**src/rtl/instruction_fetch_pipe.sv**
```systemverilog
// Instruction fetch unit: owns the PC, drives a synchronous-read instruction
// memory one cycle ahead of the presented instruction, and hands instructions
// to decode over a valid/ready handshake with stall, redirect and halt support.
module instruction_fetch_pipe #(
    parameter int                    DATA_WIDTH  = 32,
    parameter int                    ADDR_BITS   = 10,
    parameter logic [DATA_WIDTH-1:0] RESET_PC    = '0,
    parameter logic [DATA_WIDTH-1:0] TRAP_VECTOR = 32'h0000_0100
) (
    input  logic                  Clk,
    input  logic                  Reset,
    output logic [ADDR_BITS-1:0]  Imem_Addr,
    input  logic [DATA_WIDTH-1:0] Imem_Dout,
    output logic [DATA_WIDTH-1:0] Instr,
    output logic                  Instr_Valid,
    input  logic                  Instr_Ready,
    output logic [DATA_WIDTH-1:0] PC_Out,
    input  logic                  Redirect,
    input  logic [1:0]            Redirect_Mode,
    input  logic [DATA_WIDTH-1:0] Redirect_Base,
    input  logic [DATA_WIDTH-1:0] PC_Immed,
    input  logic                  Halt,
    output logic                  Halted
);

    typedef enum logic [1:0] {
        ST_BOOT = 2'd0,
        ST_RUN  = 2'd1,
        ST_HALT = 2'd2
    } fetch_state_t;

    localparam logic [DATA_WIDTH-1:0] WORD_BYTES = DATA_WIDTH'(4);
    localparam logic [DATA_WIDTH-1:0] ALIGN_MASK = ~(DATA_WIDTH'(3));

    fetch_state_t          state;
    fetch_state_t          next_state;
    logic [DATA_WIDTH-1:0] pc;
    logic [DATA_WIDTH-1:0] next_pc;
    logic                  instr_valid;
    logic                  next_valid;
    logic [DATA_WIDTH-1:0] raw_target;
    logic [DATA_WIDTH-1:0] redirect_target;

    // Pick the redirect destination by mode and force it onto a word boundary.
    always_comb begin
        raw_target = PC_Immed;
        case (Redirect_Mode)
            2'b00:   raw_target = Redirect_Base + WORD_BYTES + PC_Immed;
            2'b10:   raw_target = TRAP_VECTOR;
            default: raw_target = PC_Immed;
        endcase
        redirect_target = raw_target & ALIGN_MASK;
    end

    // State, PC and valid registers; PC is always loaded with next_pc so the
    // memory address issued this cycle matches the PC presented next cycle.
    always_ff @(posedge Clk) begin
        if (Reset) begin
            state       <= ST_BOOT;
            pc          <= RESET_PC;
            instr_valid <= 1'b0;
        end else begin
            state       <= next_state;
            pc          <= next_pc;
            instr_valid <= next_valid;
        end
    end

    // Next-state logic: reset beats redirect, redirect beats halt, halt beats advance.
    always_comb begin
        next_state = state;
        next_pc    = pc;
        next_valid = instr_valid;
        if (Reset) begin
            next_state = ST_BOOT;
            next_pc    = RESET_PC;
            next_valid = 1'b0;
        end else if (Redirect) begin
            next_state = ST_RUN;
            next_pc    = redirect_target;
            next_valid = 1'b1;
        end else begin
            case (state)
                ST_BOOT: begin
                    next_state = ST_RUN;
                    next_valid = 1'b1;
                end
                ST_RUN: begin
                    if (Halt) begin
                        next_state = ST_HALT;
                        next_valid = 1'b0;
                    end else if (instr_valid && Instr_Ready) begin
                        next_pc = pc + WORD_BYTES;
                    end
                end
                ST_HALT: begin
                    next_valid = 1'b0;
                end
                default: begin
                    next_state = ST_BOOT;
                    next_pc    = RESET_PC;
                    next_valid = 1'b0;
                end
            endcase
        end
    end

    // Outputs: memory is addressed from next_pc, the instruction comes straight from memory.
    always_comb begin
        Imem_Addr   = next_pc[ADDR_BITS+1:2];
        Instr       = Imem_Dout;
        PC_Out      = pc;
        Instr_Valid = instr_valid;
        Halted      = (state == ST_HALT);
    end

endmodule

```
**config.mk**
```make
export PLATFORM = sky130hd
export DESIGN_NAME = instruction_fetch_pipe
export DESIGN_NICKNAME = d
export VERILOG_FILES = /design/src/rtl/instruction_fetch_pipe.sv
export SDC_FILE = /design/constraint.sdc
export NUM_CORES = 1
export LEC_CHECK = 0
export CAP_MARGIN = 25
export CORE_MARGIN = 1
export CORE_UTILIZATION = 40
export CTS_BUF_LIST = sky130_fd_sc_hd__clkbuf_8
export DETAILED_ROUTE_END_ITERATION = 10
export DONT_BUFFER_PORTS = 1
export HOLD_SLACK_MARGIN = 0.03
export PLACE_DENSITY = 0.51
export SLEW_MARGIN = 20
export SYNTH_ARGS = -nofsm -noshare
export SYNTH_HDL_FRONTEND = slang
export SYNTH_SLANG_ARGS = --single-unit
```
**constraint.sdc**
```tcl
create_clock -name Clk -period 4.4 [get_ports Clk]
set_clock_uncertainty 0.05 [all_clocks]
set_input_delay 0.66 -clock Clk [delete_from_list [all_inputs] [get_ports Clk]]
set_output_delay 0.66 -clock Clk [all_outputs]
set_load 0.01 [all_outputs]
```
======== After elaboration in Yosys (flattened, before gate mapping) ========
Cells that the tools add are included.
operators by class
  bitwise operators ....................... 2
  muxes and demuxes ....................... 12
  add/subtract/negate cells ............... 3
  reductions and logical operators ........ 9
  equality and inequality tests ........... 11
operators by type and width
  operator               number
  $pmux 32 s2            2
  $mux 32                3
  $add 32x3->32 const B  2
  $add 32x32->32         1
  $mux 12                1
  $ne 3x3->1 const B     3
  $ne 2x2->1 const B     4
  $pmux 2 s3             1
  $reduce_and 3->1       2
  $eq 2x2->1 const B     2
  $logic_not 2->1        2
  $reduce_and 2->1       2
  $reduce_or 2->1        2
  $mux 1                 3
  $eq 2x1->1 const B     1
  $mux 2                 1
  $ne 2x1->1 const B     1
  $not 1->1              2
  $pmux 1 s2             1
  $logic_and 1x1->1      1
word-level totals
  output and inout bits ................... 76
  input port bits ......................... 103
  flip-flop bits (word level) ............. 35
  word-level logic and storage cells ...... 43

======== Depth between registers and ports, before layout ========
  depth in word-level cells ............... 6
  gate-level depth with buffers ........... 11
  mapped depth without buffers ............ 11

======== Least setup slack after synthesis ========
Ideal clock, no wire load.
  path type ............................... input to output
  start ................................... input port Redirect_Base[1]
  end ..................................... output port Imem_Addr[9]
  data arrival time ....................... 3.002 ns
  buffers on the path ..................... 0
  required time ........................... 3.690 ns
  path slack .............................. 0.688 ns
  stages .................................. 10
  cell sequence ........................... ha_1 > and3_1 > fa_1 > a21o_1 > a311oi_2 > o21ai_0 > a21oi_1 > xor2_1 > or3_1 > a31oi_1
on the way
  word-level cells in the longest chain between the ends .. 5
ends and longest elaborated chain
  element         RTL line  RTL
  from (decl)     20        input logic [DATA_WIDTH-1:0] Redirect_Base,
  $add 32x3->32   48        2'b00: raw_target = Redirect_Base + WORD_BYTES + PC_Immed;
  $add 32x32->32  48
  $pmux 32 s2     47        case (Redirect_Mode)
  $mux 32         78        end else if (Redirect) begin
  $mux 12         74        if (Reset) begin
  to (decl)       12        output logic [ADDR_BITS-1:0] Imem_Addr,
No other way between the ends.

======== Worst setup path after layout ========
Same ends and word-level chain as after synthesis.

==> summary.txt <==
Timing
  • Final Slew Violations: 0
  • Period Utilization, post-route: 0.891
  • Hold WS: 0.389 ns
  • Least-Margin Pin Slew: 0.904 ns
  • Setup Viol. Count Final: 0
  • Fmax achieved: 255 MHz
  • Slew headroom: 0.397
  • Hold Violations, Final: 0
  • RSZ-0062 raised after global routing: no
  • Min Tclk post-route: 3.92 ns
  • Total Neg Setup Slack: 0 ns

Power and ir drop
  • Pwr Total: 1.13 mW
  • PwrDens: 251 mW/mm^2
  • Leakage: 1.83 nW
  • Peak supply drop: 0.117 mV

Worst hold path
  • Hold Path Stages: 1
  • Hold Crit Start: Reset
  • Type of the tightest min-delay check: input pin to flip-flop
  • Endpoint, Worst Hold: PC_Out[3]$_SDFF_PP0_

Route
  • Via-to-Cell Ratio: 6.28
  • Detailed Route WL: 13900 um
  • Via Count: 4293
  • Pre-antenna DRT Iters: 5
  • Initial DRC count: 303
  • DRT antenna net count: 0
  • Drt wl/cell: 20.3 um
  • Remaining DRCs: 0

Clocking
  • Clock transition at path regs: 0.08 ns
  • Num CTS Buffers: 5
  • Post-CTS setup buffers: 0
  • Clock Sink Count: 35
  • CTS max path bufs: 2
  • Cts repair resizes: 0
  • Hold Buf Count CTS: 0
  • TritonCTS clock tree: yes
  • CTS H-Tree Depth: 2
  • Clk Latency, worst-skew pair: 0.29 ns
  • CTS root buffer: clkbuf_8

Cells and area
  • Fill cells: 1136
  • Multi-input gate area: 0.00344 mm^2
  • Commonest cells after routing, fill and taps aside: 60 x ha_1, 52 x a21oi_1, 46 x nand2_1, 40 x nor2_1, 35 x dfxtp_1
  • Ant. Diodes: 0
  • Final Non-Filler Cells: 684
  • FF+latch area: 701 um^2
  • Most common cell after layout, fill and taps aside: ha_1
  • Nets@finish: 707
  • Layout cells sized above 1: 0.0570
  • Final design utilization: 0.409
  • Area growth syn-to-layout: -1.35%

Setup path
  • Worst Path Required: 3.69 ns
  • Kind of critical path: input pin to output pin
  • Delay-heaviest family, CP: compound AO/OA/AOI/OAI gates
  • CP Max Fanout: 3
  • Cells along the critical path: ha_1, and3_1, fa_1, a21o_1, a311oi_2, o21ai_0, a21oi_1, xor2_1, or3_1, a31oi_1
  • Max incr delay on CP: 0.40 ns
  • Crit start category: input pin
  • Reg2reg path depth: 6
  • WP buf/inv: 0
  • Endpoint of the most critical register-to-register path: PC_Out[21]$_SDFFE_PP0P_
  • RR Startpoint: state[0]$_SDFFE_PP0P_
  • Worst path arrival time: 3.21 ns
  • CP endpoint kind: output pin
  • Reg2reg setup slack: 1.84 ns
  • Slowest cell on crit path: fa_1

Synth
  • Yosys warning total: 0
  • Largest family of logic cells by synthesized area: compound AO/OA/AOI/OAI gates
  • Synth Area in Simple Gates: 0.233
  • Post-synthesis sequential area ratio: 0.154
  • Multiplexer share of the synthesized area: 0.0110
  • Post-synth top flop: dfxtp_1
  • Top-area cell type share of the netlist area: 0.165
  • Area contributors post-synth: ha_1 16%, dfxtp_1 15%, a21oi_1 5.7%, buf_4 5.6%, xnor2_1 4.4%
  • Number of synthesized register bits: 35
  • EDFF count, synth: 0
  • Post-Synth Adder-Cell Area: 0.169
  • Mapped Nets: 752
  • Synthesized area: 0.00456 mm^2
  • Leading area contributor after synthesis: ha_1
  • Post-synthesis compound-gate area fraction: 0.269
  • Synth Instances: 588
  • Xor/xnor share of the synthesized area: 0.0731
  • Post-synth ARST share: 0
  • Average size of a mapped cell: 7.75 um^2
  • Yosys cell types: 78

Placed design
  • Dpl hpwl: 11100 um
  • GPL Wtd Cong: 0.876
  • Port-buffer cells: 0
  • Placed insts: 676

Floorplanning
  • Die Height: 109 um
  • Area of the core: 0.0110 mm^2
  • I/O Pins: 179
  • Starting Density: 0.415
  • Std cell rows: 38
  • Chip Width: 109 um
  • Die area: 0.0118 mm^2

Global routing
  • First-pass GRT wire length: 21500 um
  • Overflow after GRT: 0
  • GRT Total Usage: 0.235
  • Initial antenna violation count: 0
  • Pin count of the biggest net entering global routing: 29
  • Vias in the first global route: 4028

Run
  • Max_cap viols: 0

Outcome
  • Outcome: finished, final reports clean
==> metal layers <==
metal / vias up / wire length, um / track usage
li1: 2100 / - / -
met1: 1991 / 6080 / 0.301
met2: 160 / 6390 / 0.382
met3: 42 / 1060 / 0.0562
met4: 0 / 359 / 0.0830
met5: - / 0 / 0
==> sequential cells by signal, indices dropped and copies added, names as in the netlist <==
register / cells
Instr_Valid: 1
PC_Out: 32
state: 2
==> Yosys cell counts (all sizes together), types with 15 or more instances <==
cell	instances
xor2	15
nand2	46
xnor2	23
nor3	16
nor2	41
nand3	21
ha	60
inv	15
o21ai	25
buf	37
clkbuf	18
dfxtp	35
a21oi	52
==> final cells by class <==
cell class / instances / area share
Timing Repair Buffer: 3 / 0.00501
Sequential cell: 35 / 0.156
Inverter: 15 / 0.0125
Multi-Input combinational cell: 483 / 0.765
Tap cell: 140 / 0.0390
Clock buffer: 7 / 0.0214
Clock inverter: 1 / 0.000835
==> kinds of logic after synthesis <==
logic type	Yosys count
buf+inv	70
mux	5
fa+ha+maj	61
flops	35
compound gates	180
simple gates	199
xor+xnor	38
==> how the worst max path moves through the flow <==
| stage | start | endpoint | cells past startpoint |
|---|---|---|---|
| CTS | Redirect_Base[1] | Imem_Addr[9] | 10 |
| global route | Redirect_Base[1] | Imem_Addr[9] | 10 |
| floorplan | Redirect_Base[1] | Imem_Addr[9] | 10 |
| global placement | Redirect_Base[1] | Imem_Addr[9] | 10 |
| finish | Redirect_Base[1] | Imem_Addr[9] | 10 |
| detailed placement | Redirect_Base[1] | Imem_Addr[9] | 10 |
==> power breakdown <==
part           internal (mW)  total (mW)  switching [mW]
logic                  0.189       0.462           0.273
registers              0.342       0.398          0.0553
clock network          0.141       0.268           0.127
total                  0.672        1.13           0.455
==> worst reg2reg max path: stages, from the launching register on <==
cell and delay [ns]:
dfxtp_1 0.53, nand4b_2 0.29, nor3_1 0.76, nand2b_1 0.28, nor4b_1 0.40, a21oi_1 0.07
o211ai_1 0.11
==> metrics by stage <==
stage               cell area (um^2)  worst slack, ns
floorplan                       4560            0.688
global placement                4390            0.540
detailed placement              4390            0.492
CTS                             4490            0.476
global route                    4490            0.283
finish                          4490            0.480
Note: power is estimated with default switching activity, not from simulation.
